### src/rtl/pll_reset_sequencer_pkg.sv
// rtl/pll_reset_sequencer_pkg.sv - shared types and width helpers for the PLL reset sequencer
package pll_seq_pkg;

  typedef enum logic [2:0] {
    PLL_RST,
    WAIT_LOCK,
    STABLE,
    RELEASE,
    RUN
  } seq_state_e;

  localparam int LOSS_CNT_W = 8;

  function automatic int cnt_width(input int max_val);
    return $clog2(max_val) + 1;
  endfunction

  function automatic int max_int(input int a, input int b);
    return (a > b) ? a : b;
  endfunction

endpackage

### src/rtl/pll_reset_sequencer_sync.sv
// rtl/pll_reset_sequencer_sync.sv - multi-flop synchroniser for asynchronous status inputs
module pll_seq_sync #(
  parameter int STAGES = 2
) (
  input  logic clk,
  input  logic rst_n,
  input  logic d,
  output logic q
);

  logic [STAGES-1:0] sync_q;
  logic [STAGES-1:0] sync_d;

  always_comb begin
    sync_d = {sync_q[STAGES-2:0], d};
  end

  always_ff @(posedge clk or negedge rst_n) begin
    if (!rst_n) begin
      sync_q <= '0;
    end else begin
      sync_q <= sync_d;
    end
  end

  assign q = sync_q[STAGES-1];

endmodule

### src/rtl/pll_reset_sequencer.sv
// rtl/pll_reset_sequencer.sv - PLL RST/LOCKED sequencer with ordered per-channel reset release
// Optional WAIT_LOCK timeout enabled by defining PLL_RESET_SEQUENCER_LOCK_TIMEOUT_EN.
module pll_reset_sequencer
  import pll_seq_pkg::*;
#(
  parameter int NUM_CH              = 3,
  parameter int SYNC_STAGES         = 2,
  parameter int PLL_RST_CYCLES      = 8,
  parameter int LOCK_STABLE_CYCLES  = 16,
  parameter int CH_GAP_CYCLES       = 4,
  parameter int LOCK_TIMEOUT_CYCLES = 1024
) (
  input  logic                  clk,
  input  logic                  cpu_reset_n,
  input  logic                  pll_locked,
  output logic                  pll_rst,
  output logic [NUM_CH-1:0]     ch_rst,
  output logic                  all_ready,
  output logic [LOSS_CNT_W-1:0] lock_loss_cnt,
  output logic                  timeout_flag
);

  if (NUM_CH < 1 || NUM_CH > 8 || SYNC_STAGES < 2 || SYNC_STAGES > 4 ||
      PLL_RST_CYCLES < 1 || LOCK_STABLE_CYCLES < 1 || CH_GAP_CYCLES < 1 ||
      LOCK_TIMEOUT_CYCLES < 1) begin : g_param_check
    $error("pll_reset_sequencer: parameter out of range");
  end

  localparam int REL_SPAN = (NUM_CH - 1) * CH_GAP_CYCLES;
  localparam int CNT_MAX  = max_int(max_int(PLL_RST_CYCLES, LOCK_STABLE_CYCLES), REL_SPAN + 1);
  localparam int CNT_W    = cnt_width(CNT_MAX);
  // The WAIT_LOCK cycle that first sees locked_s counts as the first qualified cycle.
  localparam int STABLE_END = (LOCK_STABLE_CYCLES >= 2) ? LOCK_STABLE_CYCLES - 2 : 0;

  localparam logic [CNT_W-1:0] RST_LAST    = CNT_W'(PLL_RST_CYCLES - 1);
  localparam logic [CNT_W-1:0] STABLE_LAST = CNT_W'(STABLE_END);
  localparam logic [CNT_W-1:0] REL_LAST    = CNT_W'(REL_SPAN);

  seq_state_e              state_q, state_d;
  logic [CNT_W-1:0]        cnt_q, cnt_d;
  logic [CNT_W-1:0]        cnt_inc;
  logic                    pll_rst_q, pll_rst_d;
  logic [NUM_CH-1:0]       ch_rst_q, ch_rst_d;
  logic                    all_ready_q, all_ready_d;
  logic [LOSS_CNT_W-1:0]   loss_q, loss_d;
  logic                    locked_s;
  logic                    lost;
  logic                    lock_timeout;

  pll_seq_sync #(
    .STAGES (SYNC_STAGES)
  ) u_lock_sync (
    .clk   (clk),
    .rst_n (cpu_reset_n),
    .d     (pll_locked),
    .q     (locked_s)
  );

`ifdef PLL_RESET_SEQUENCER_LOCK_TIMEOUT_EN
  localparam int TO_W = cnt_width(LOCK_TIMEOUT_CYCLES);
  localparam logic [TO_W-1:0] TO_LAST = TO_W'(LOCK_TIMEOUT_CYCLES - 1);

  logic [TO_W-1:0] to_cnt_q, to_cnt_d;
  logic            timeout_q, timeout_d;

  assign lock_timeout = (to_cnt_q == TO_LAST);

  always_comb begin
    to_cnt_d  = '0;
    timeout_d = timeout_q;
    if (state_q == WAIT_LOCK && state_d == WAIT_LOCK) begin
      to_cnt_d = to_cnt_q + 1'b1;
    end
    if (state_q == WAIT_LOCK && state_d == PLL_RST) begin
      timeout_d = 1'b1;
    end
  end

  always_ff @(posedge clk or negedge cpu_reset_n) begin
    if (!cpu_reset_n) begin
      to_cnt_q  <= '0;
      timeout_q <= 1'b0;
    end else begin
      to_cnt_q  <= to_cnt_d;
      timeout_q <= timeout_d;
    end
  end

  assign timeout_flag = timeout_q;
`else
  assign lock_timeout = 1'b0;
  assign timeout_flag = 1'b0;
`endif

  always_comb begin
    state_d     = state_q;
    cnt_d       = cnt_q;
    ch_rst_d    = ch_rst_q;
    loss_d      = loss_q;
    lost        = 1'b0;
    cnt_inc     = cnt_q + 1'b1;

    unique case (state_q)
      PLL_RST: begin
        if (cnt_q == RST_LAST) begin
          state_d = WAIT_LOCK;
          cnt_d   = '0;
        end else begin
          cnt_d = cnt_inc;
        end
      end
      WAIT_LOCK: begin
        cnt_d = '0;
        if (locked_s) begin
          state_d = STABLE;
        end else if (lock_timeout) begin
          state_d = PLL_RST;
        end
      end
      STABLE: begin
        if (!locked_s) begin
          state_d = WAIT_LOCK;
          cnt_d   = '0;
        end else if (cnt_q == STABLE_LAST) begin
          state_d     = RELEASE;
          cnt_d       = '0;
          ch_rst_d[0] = 1'b0;
        end else begin
          cnt_d = cnt_inc;
        end
      end
      RELEASE: begin
        if (!locked_s) begin
          lost = 1'b1;
        end else begin
          // cnt_q counts cycles since ch_rst[0] was released.
          for (int i = 1; i < NUM_CH; i++) begin
            if (cnt_inc == CNT_W'(i * CH_GAP_CYCLES)) begin
              ch_rst_d[i] = 1'b0;
            end
          end
          if (cnt_q == REL_LAST) begin
            state_d = RUN;
            cnt_d   = '0;
          end else begin
            cnt_d = cnt_inc;
          end
        end
      end
      RUN: begin
        if (!locked_s) begin
          lost = 1'b1;
        end
      end
      default: begin
        state_d = PLL_RST;
        cnt_d   = '0;
        ch_rst_d = '1;
      end
    endcase

    if (lost) begin
      state_d  = PLL_RST;
      cnt_d    = '0;
      ch_rst_d = '1;
      loss_d   = (loss_q == '1) ? loss_q : loss_q + 1'b1;
    end

    pll_rst_d   = (state_d == PLL_RST);
    all_ready_d = (state_d == RUN);
  end

  always_ff @(posedge clk or negedge cpu_reset_n) begin
    if (!cpu_reset_n) begin
      state_q     <= PLL_RST;
      cnt_q       <= '0;
      pll_rst_q   <= 1'b1;
      ch_rst_q    <= '1;
      all_ready_q <= 1'b0;
      loss_q      <= '0;
    end else begin
      state_q     <= state_d;
      cnt_q       <= cnt_d;
      pll_rst_q   <= pll_rst_d;
      ch_rst_q    <= ch_rst_d;
      all_ready_q <= all_ready_d;
      loss_q      <= loss_d;
    end
  end

  assign pll_rst       = pll_rst_q;
  assign ch_rst        = ch_rst_q;
  assign all_ready     = all_ready_q;
  assign lock_loss_cnt = loss_q;

endmodule

### config.mk
export PLATFORM = sky130hd
export DESIGN_NAME = pll_reset_sequencer
export DESIGN_NICKNAME = d
export VERILOG_FILES = /design/src/rtl/pll_reset_sequencer_pkg.sv /design/src/rtl/pll_reset_sequencer_sync.sv /design/src/rtl/pll_reset_sequencer.sv
export SDC_FILE = /design/constraint.sdc
export NUM_CORES = 1
export LEC_CHECK = 0
export ABC_AREA = 1
export BUFFER_PORTS_ARGS = -buffer_cell sky130_fd_sc_hd__buf_2
export CAP_MARGIN = 5
export CELL_PAD_IN_SITES_DETAIL_PLACEMENT = 1
export CELL_PAD_IN_SITES_GLOBAL_PLACEMENT = 1
export CORE_MARGIN = 1.5
export CORE_UTILIZATION = 45
export DETAILED_ROUTE_END_ITERATION = 10
export MAX_ROUTING_LAYER = met4
export PLACE_DENSITY_LB_ADDON = 0.1
export SLEW_MARGIN = 30
export SYNTH_ARGS = -nofsm -noshare
export SYNTH_HDL_FRONTEND = slang
export SYNTH_SLANG_ARGS = --single-unit
### constraint.sdc
create_clock -name clk -period 3.1 [get_ports clk]
set_input_delay 0.465 -clock clk [delete_from_list [all_inputs] [get_ports clk]]
set_output_delay 0.465 -clock clk [all_outputs]
set_load 0.01 [all_outputs]
Yosys cells after proc, flatten, opt, wreduce, memory -nomap -nowiden

Cells that the tools add are included.

Register bits after elaboration: 23
Bits in latches: 0
RAM bits: 0
Memory bits (read-only): 0
Input port bits: 3
Output and inout port bits: 14
Logic and storage cells: 66
Memories kept: 0

$add $sub $neg: 2
Multipliers: 0
Div/mod/pow operators: 0
$lt $le $gt $ge: 0
Eq/ne operators: 19
Shift operators: 0
Multiplexer cells: 25
Bitwise operators: 1
Reduce and logical (&&, ||, !) cells: 10

Operator list:

| cell                  | number |
|---|---|
| $mux W5               | 6 |
| $mux W3               | 8 |
| $pmux W5 S4           | 1 |
| $eq A5 B4 Y1 const B  | 3 |
| $pmux W3 S5           | 1 |
| $eq A5 B3 Y1 const B  | 2 |
| $ne A3 B3 Y1 const B  | 3 |
| $reduce_and A3 Y1     | 3 |
| $add A8 B1 Y8 const B | 1 |
| $eq A8 B8 Y1 const B  | 1 |
| $reduce_or A4 Y1      | 2 |
| $eq A3 B2 Y1 const B  | 2 |
| $eq A3 B3 Y1 const B  | 2 |
| $logic_not A3 Y1      | 2 |
| $mux W1               | 6 |
| $ne A3 B2 Y1 const B  | 2 |
| $add A5 B1 Y5 const B | 1 |
| $ne A2 B1 Y1 const B  | 2 |
| $pmux W2 S2           | 1 |
| $reduce_and A2 Y1     | 2 |
| $eq A3 B1 Y1 const B  | 1 |
| $mux W2               | 1 |
| $ne A2 B2 Y1 const B  | 1 |
| $pmux W1 S2           | 1 |
| 2 further kinds       | 2 |

Longest topological paths before layout

Depth after elaboration: 6
Gate-level depth with buffers: 11
Mapped depth without buffers: 11

Cells and area by module

A second synthesis with hierarchy kept.

Cell total of the unflattened synthesis: 177
Area, all modules: 1331.3 µm²

Modules (own cells, without submodules):

| module              | instances | cells each | area an instance (µm²) | sequential area each (µm²) |
|---|---|---|---|---|
| pll_reset_sequencer | 1         | 175        | 1281.2                 | 530.5 |
| pll_seq_sync        | 1         | 2          | 50.0                   | 50.0 |

Worst setup path before layout

Ideal clock, no wire load.

Path type: register to register
Start point: register loss_q[1], in the netlist lock_loss_cnt[1]
End point: register loss_q[3], in the netlist lock_loss_cnt[3]
Setup time: 0.117 ns
Arrival time: 1.235 ns
Setup slack: 1.749 ns
Cell stages (with the launch flop): 7
Period minus slack after synthesis: 1.351 ns
Cell sequence: dfrtp_1 > ha_1 > nand4_2 > o21ai_4 > inv_4 > nand3b_1 > nand2_1

Word-level cells in the longest chain between the ends: 3
Elaborated cells between the ends (all ways): 4
Those cells by class: add/sub: 1; eq/ne: 1; bitwise: 1; reduce/logical: 1

RTL lines:

| what                                                  | line                       | text |
|---|---|---|
| start: declaration                                    | pll_reset_sequencer.sv:45  | `logic [LOSS_CNT_W-1:0] loss_q, loss_d;` |
| start signal: assignment                              | pll_reset_sequencer.sv:187 | `loss_q <= loss_d;` |
| branches (longest 3 deep; another with $add A8 B1 Y8) | --                         |  |

Parallel ways; which one is timed is not known.
A chain may end at the register's enable or synchronous reset.

Worst setup path after layout

Start point: register state_q[1]
End point: register loss_q[3], in the netlist lock_loss_cnt[3]

Word-level cells in the longest chain between the ends: 4
Elaborated cells between the ends (all ways): 5
Those cells by class: eq/ne: 2; mux: 1; reduce/logical: 2

RTL lines:

| what                                         | line                       | text |
|---|---|---|
| start: declaration                           | pll_reset_sequencer.sv:39  | `seq_state_e state_q, state_d;` |
| start signal: assignment                     | pll_reset_sequencer.sv:182 | `state_q <= state_d;` |
| $eq A3 B3 Y1 or $eq A3 B2 Y1 (tied branches) | pll_reset_sequencer.sv:103 | `unique case (state_q)` |
| $reduce_or A2 Y1 (no line) (*)               | --                         |  |
| $mux W1 (*)                                  | --                         |  |
| $reduce_and A2 Y1 (no line) (*)              | --                         |  |

Mark *: on every way between the ends. The rest lies on a longest branch, timed or not.

==> flow_summary.json <==
{
  "crit_path_frequent_cell": "nand2_1",
  "rr_startpoint": "state_q[1]",
  "r2r_slack_ns": 1.64,
  "multi_input_area_sq_um": 603,
  "grt-ovfl-total": 0,
  "endpoint_kind": "flop",
  "start_util_pct": 47.2,
  "nFillCells": 352,
  "slowest_stage": "dfrtp_1",
  "drc": 0,
  "setup-tns-final_ns": 0,
  "setup_viol_count_final": 0,
  "cap_violations": 0,
  "worst_pin_slew_ns": 0.513,
  "fin_cells": 210,
  "netlist_top_cells_area": "dfrtp_1 37%, nand2_1 14%, dfstp_2 8.1%",
  "syn_area_per_cell_sq_um": 7.97,
  "cts_tree": "done",
  "cts-root-buf": "clkbuf_4",
  "drt-met1-wl_um": 1250,
  "fmax_mhz": 684,
  "cts_resized": 0,
  "fin_nets": 187,
  "status": "finished clean",
  "routedWlPerCell_um": 13.8,
  "synth.distinct_cells": 28,
  "gp_congestion": 0.822,
  "fin_worst_skew_ns": 0.00784,
  "ys_ff_latch": 23,
  "cp-start-kind": "flop",
  "die_height_um": 56.6,
  "wirelength_um": 2890,
  "slew_headroom_pct": 65.8,
  "synth_nets": 169,
  "critical_path_class": "reg2reg",
  "layout-drive-gt1-share_pct": 16.8,
  "seq_area_sq_um": 581,
  "viasPerCell": 5.16,
  "num_rows": 19,
  "grt_pass1_vias": 1119,
  "dpl.hpwl_um": 2340,
  "dr.pass1.iters": 4,
  "yosys_warnings": 0,
  "cts_setup_buffers": 0,
  "antenna_cells": 0,
  "cp_max_fo": 9,
  "ant_nets": 0,
  "hold_buffers": 0,
  "ir_drop_uv": 376,
  "yosysSeqAreaShare_pct": 45.0,
  "synth_top_cell_by_area": "dfrtp_1",
  "synth_top_area_share_pct": 36.8,
  "dp_slack_ns": 1.64,
  "hold_viol_final": 0,
  "clkTransAtPathRegs_ns": 0.12,
  "met3_length_um": 100,
  "cts_sinks": 23,
  "critPathArrivalTime_ns": 1.67,
  "r2r_cells": 10,
  "die_area_sq_mm": 0.00320,
  "setup_ws_ns": 1.64,
  "rr_endpoint": "lock_loss_cnt[3]",
  "grt_use_total_pct": 20.3,
  "grt_max_degree": 24,
  "vias": 1084,
  "period_needed_ns": 1.46,
  "leakage_nw": 0.769,
  "syn_area_sq_mm": 0.00129,
  "drt_iter0_drc": 52,
  "die_w_um": 56.6,
  "dr_wl_met2_um": 1520,
  "ctsHtreeMaxLevel": 1,
  "report.final.slew_viol_count": 0,
  "coreArea_sq_mm": 0.00273,
  "cts.path.max_buffers": 2,
  "grt_pass1_wl_um": 4930,
  "slowest_delay_ns": 0.46,
  "synthCells": 162,
  "port-buffer-count": 15,
  "grt_antenna_before_repair": 0,
  "insertion_delay_ns": 0.30,
  "numCtsBuffers": 3,
  "rsz0062_at_grt": "false",
  "place_inst": 206,
  "critical_path_required_ns": 3.31,
  "area_growth_pct": 9.88,
  "pin_count": 17,
  "path_cells": "inv_1, nand2_1, nand2_2, nand3_4, inv_4, o21ai_4, inv_4, nand2_1, nand2_1, nand2_1",
  "top_layer_used": "met4",
  "power_density_mw_per_mm2": 688,
  "hp-class": "in2async",
  "finalCritPeriodShare_pct": 47.1
}
worst max-delay path: cells and delay by family (launching register included):
kind,cells,cell delay [ns]
AND/OR/NAND/NOR,6,0.52
flip-flops,1,0.46
buffers and inverters,3,0.29
AO/OA/AOI/OAI,1,0.11
area by class of cell:
class / instances / share of cell area (%)
clock buffer: 4 / 1.85
inverter: 24 / 6.70
multi-input combinational: 113 / 42.5
sequential: 23 / 40.9
tap: 31 / 2.73
timing repair buffer: 15 / 5.29
synth_stat cells:
master / instances
nand2_1: 49
inv_1: 22
dfrtp_1: 19
nand3_1: 15
nor2_1: 14
xor2_1: 5
dfstp_2: 4
ha_1: 4
o21ai_0: 4
xnor2_1: 3
a211oi_1: 2
inv_4: 2
nand2_2: 2
nor3_1: 2
o22ai_1: 2
a21oi_1: 1
buf_2: 1
buf_4: 1
conb_1: 1
nand3_4: 1
nand3b_1: 1
nand4_1: 1
nand4_2: 1
nor2_4: 1
o2111ai_1: 1
o21ai_1: 1
o21ai_4: 1
o21bai_1: 1
worst max path at each step:
stage                           startpoint                to  slack [ns]
after floorplan           lock_loss_cnt[1]  lock_loss_cnt[3]        1.75
after global placement    lock_loss_cnt[1]  lock_loss_cnt[3]        1.69
after detailed placement  lock_loss_cnt[1]  lock_loss_cnt[3]        1.64
after CTS                       state_q[1]  lock_loss_cnt[3]        1.63
after global routing              cnt_q[1]         ch_rst[2]        1.48
final                           state_q[1]  lock_loss_cnt[3]        1.64
cells in the final DEF, fill, tap and decap left out:
master	n
nor3_1	2
inv_4	2
nand3b_1	1
o21bai_1	1
a21oi_1	1
xor2_1	5
nand2_2	2
xnor2_1	3
nand2_1	49
nor2_4	1
a211oi_1	2
inv_1	22
dfrtp_1	19
ha_1	4
clkbuf_1	1
o2111ai_1	1
o22ai_1	2
nand3_4	1
conb_1	1
o21ai_4	1
buf_2	15
clkbuf_4	3
nand4_2	1
o21ai_0	4
nand4_1	1
o21ai_1	1
dfstp_2	4
nand3_1	15
nor2_1	14
state kept, by name (all words and copies together), names as in the netlist:
signal / flops
pll_rst: 1
state_q: 3
lock_loss_cnt: 8
u_lock_sync.sync_q: 2
ch_rst: 3
cnt_q: 5
all_ready: 1
per-layer routing:
layer / vias to the layer above / GRT usage [%]
met1: 522 / 25.0
met2: 21 / 35.0
met3: 2 / 2.07
met4: 0 / 6.12
li1: 539 / -
met5: - / -
through the flow:
step / utilization, % / area [sq um] / power [mW] / hold slack, ns
after floorplan: - / 1290 / 0.724 / 0.169
after global placement: 50.9 / 1390 / 0.830 / 0.332
after detailed placement: 50.9 / 1390 / 0.856 / 0.337
after CTS: 51.9 / 1420 / 0.991 / 0.131
after global routing: 51.9 / 1420 / 1.06 / 0.142
final: 51.9 / 1420 / 0.976 / 0.119
logic make-up (layout without fill, tap and decap cells):
| logic type | count (synthesis) | count (layout) | synth area share, % |
|---|---|---|---|
| DFF | 23 | 23 | 45.0 |
| other | 1 | 1 | 0.290 |
| xor gates and xnor gates | 8 | 8 | 5.43 |
| buffers and inverters | 26 | 43 | 8.33 |
| and+or+nand+nor | 87 | 87 | 30.1 |
| adders and majority gates | 4 | 4 | 3.88 |
| AOI/OAI and AO/OA | 13 | 13 | 6.98 |
where the power goes:
part	internal, mW	total (mW)	switching (mW)
logic	0.144	0.387	0.243
clock network	0.0500	0.134	0.0838
registers	0.391	0.455	0.0640
total	0.585	0.976	0.391
No activity file was read; power rests on OpenSTA's default activity.
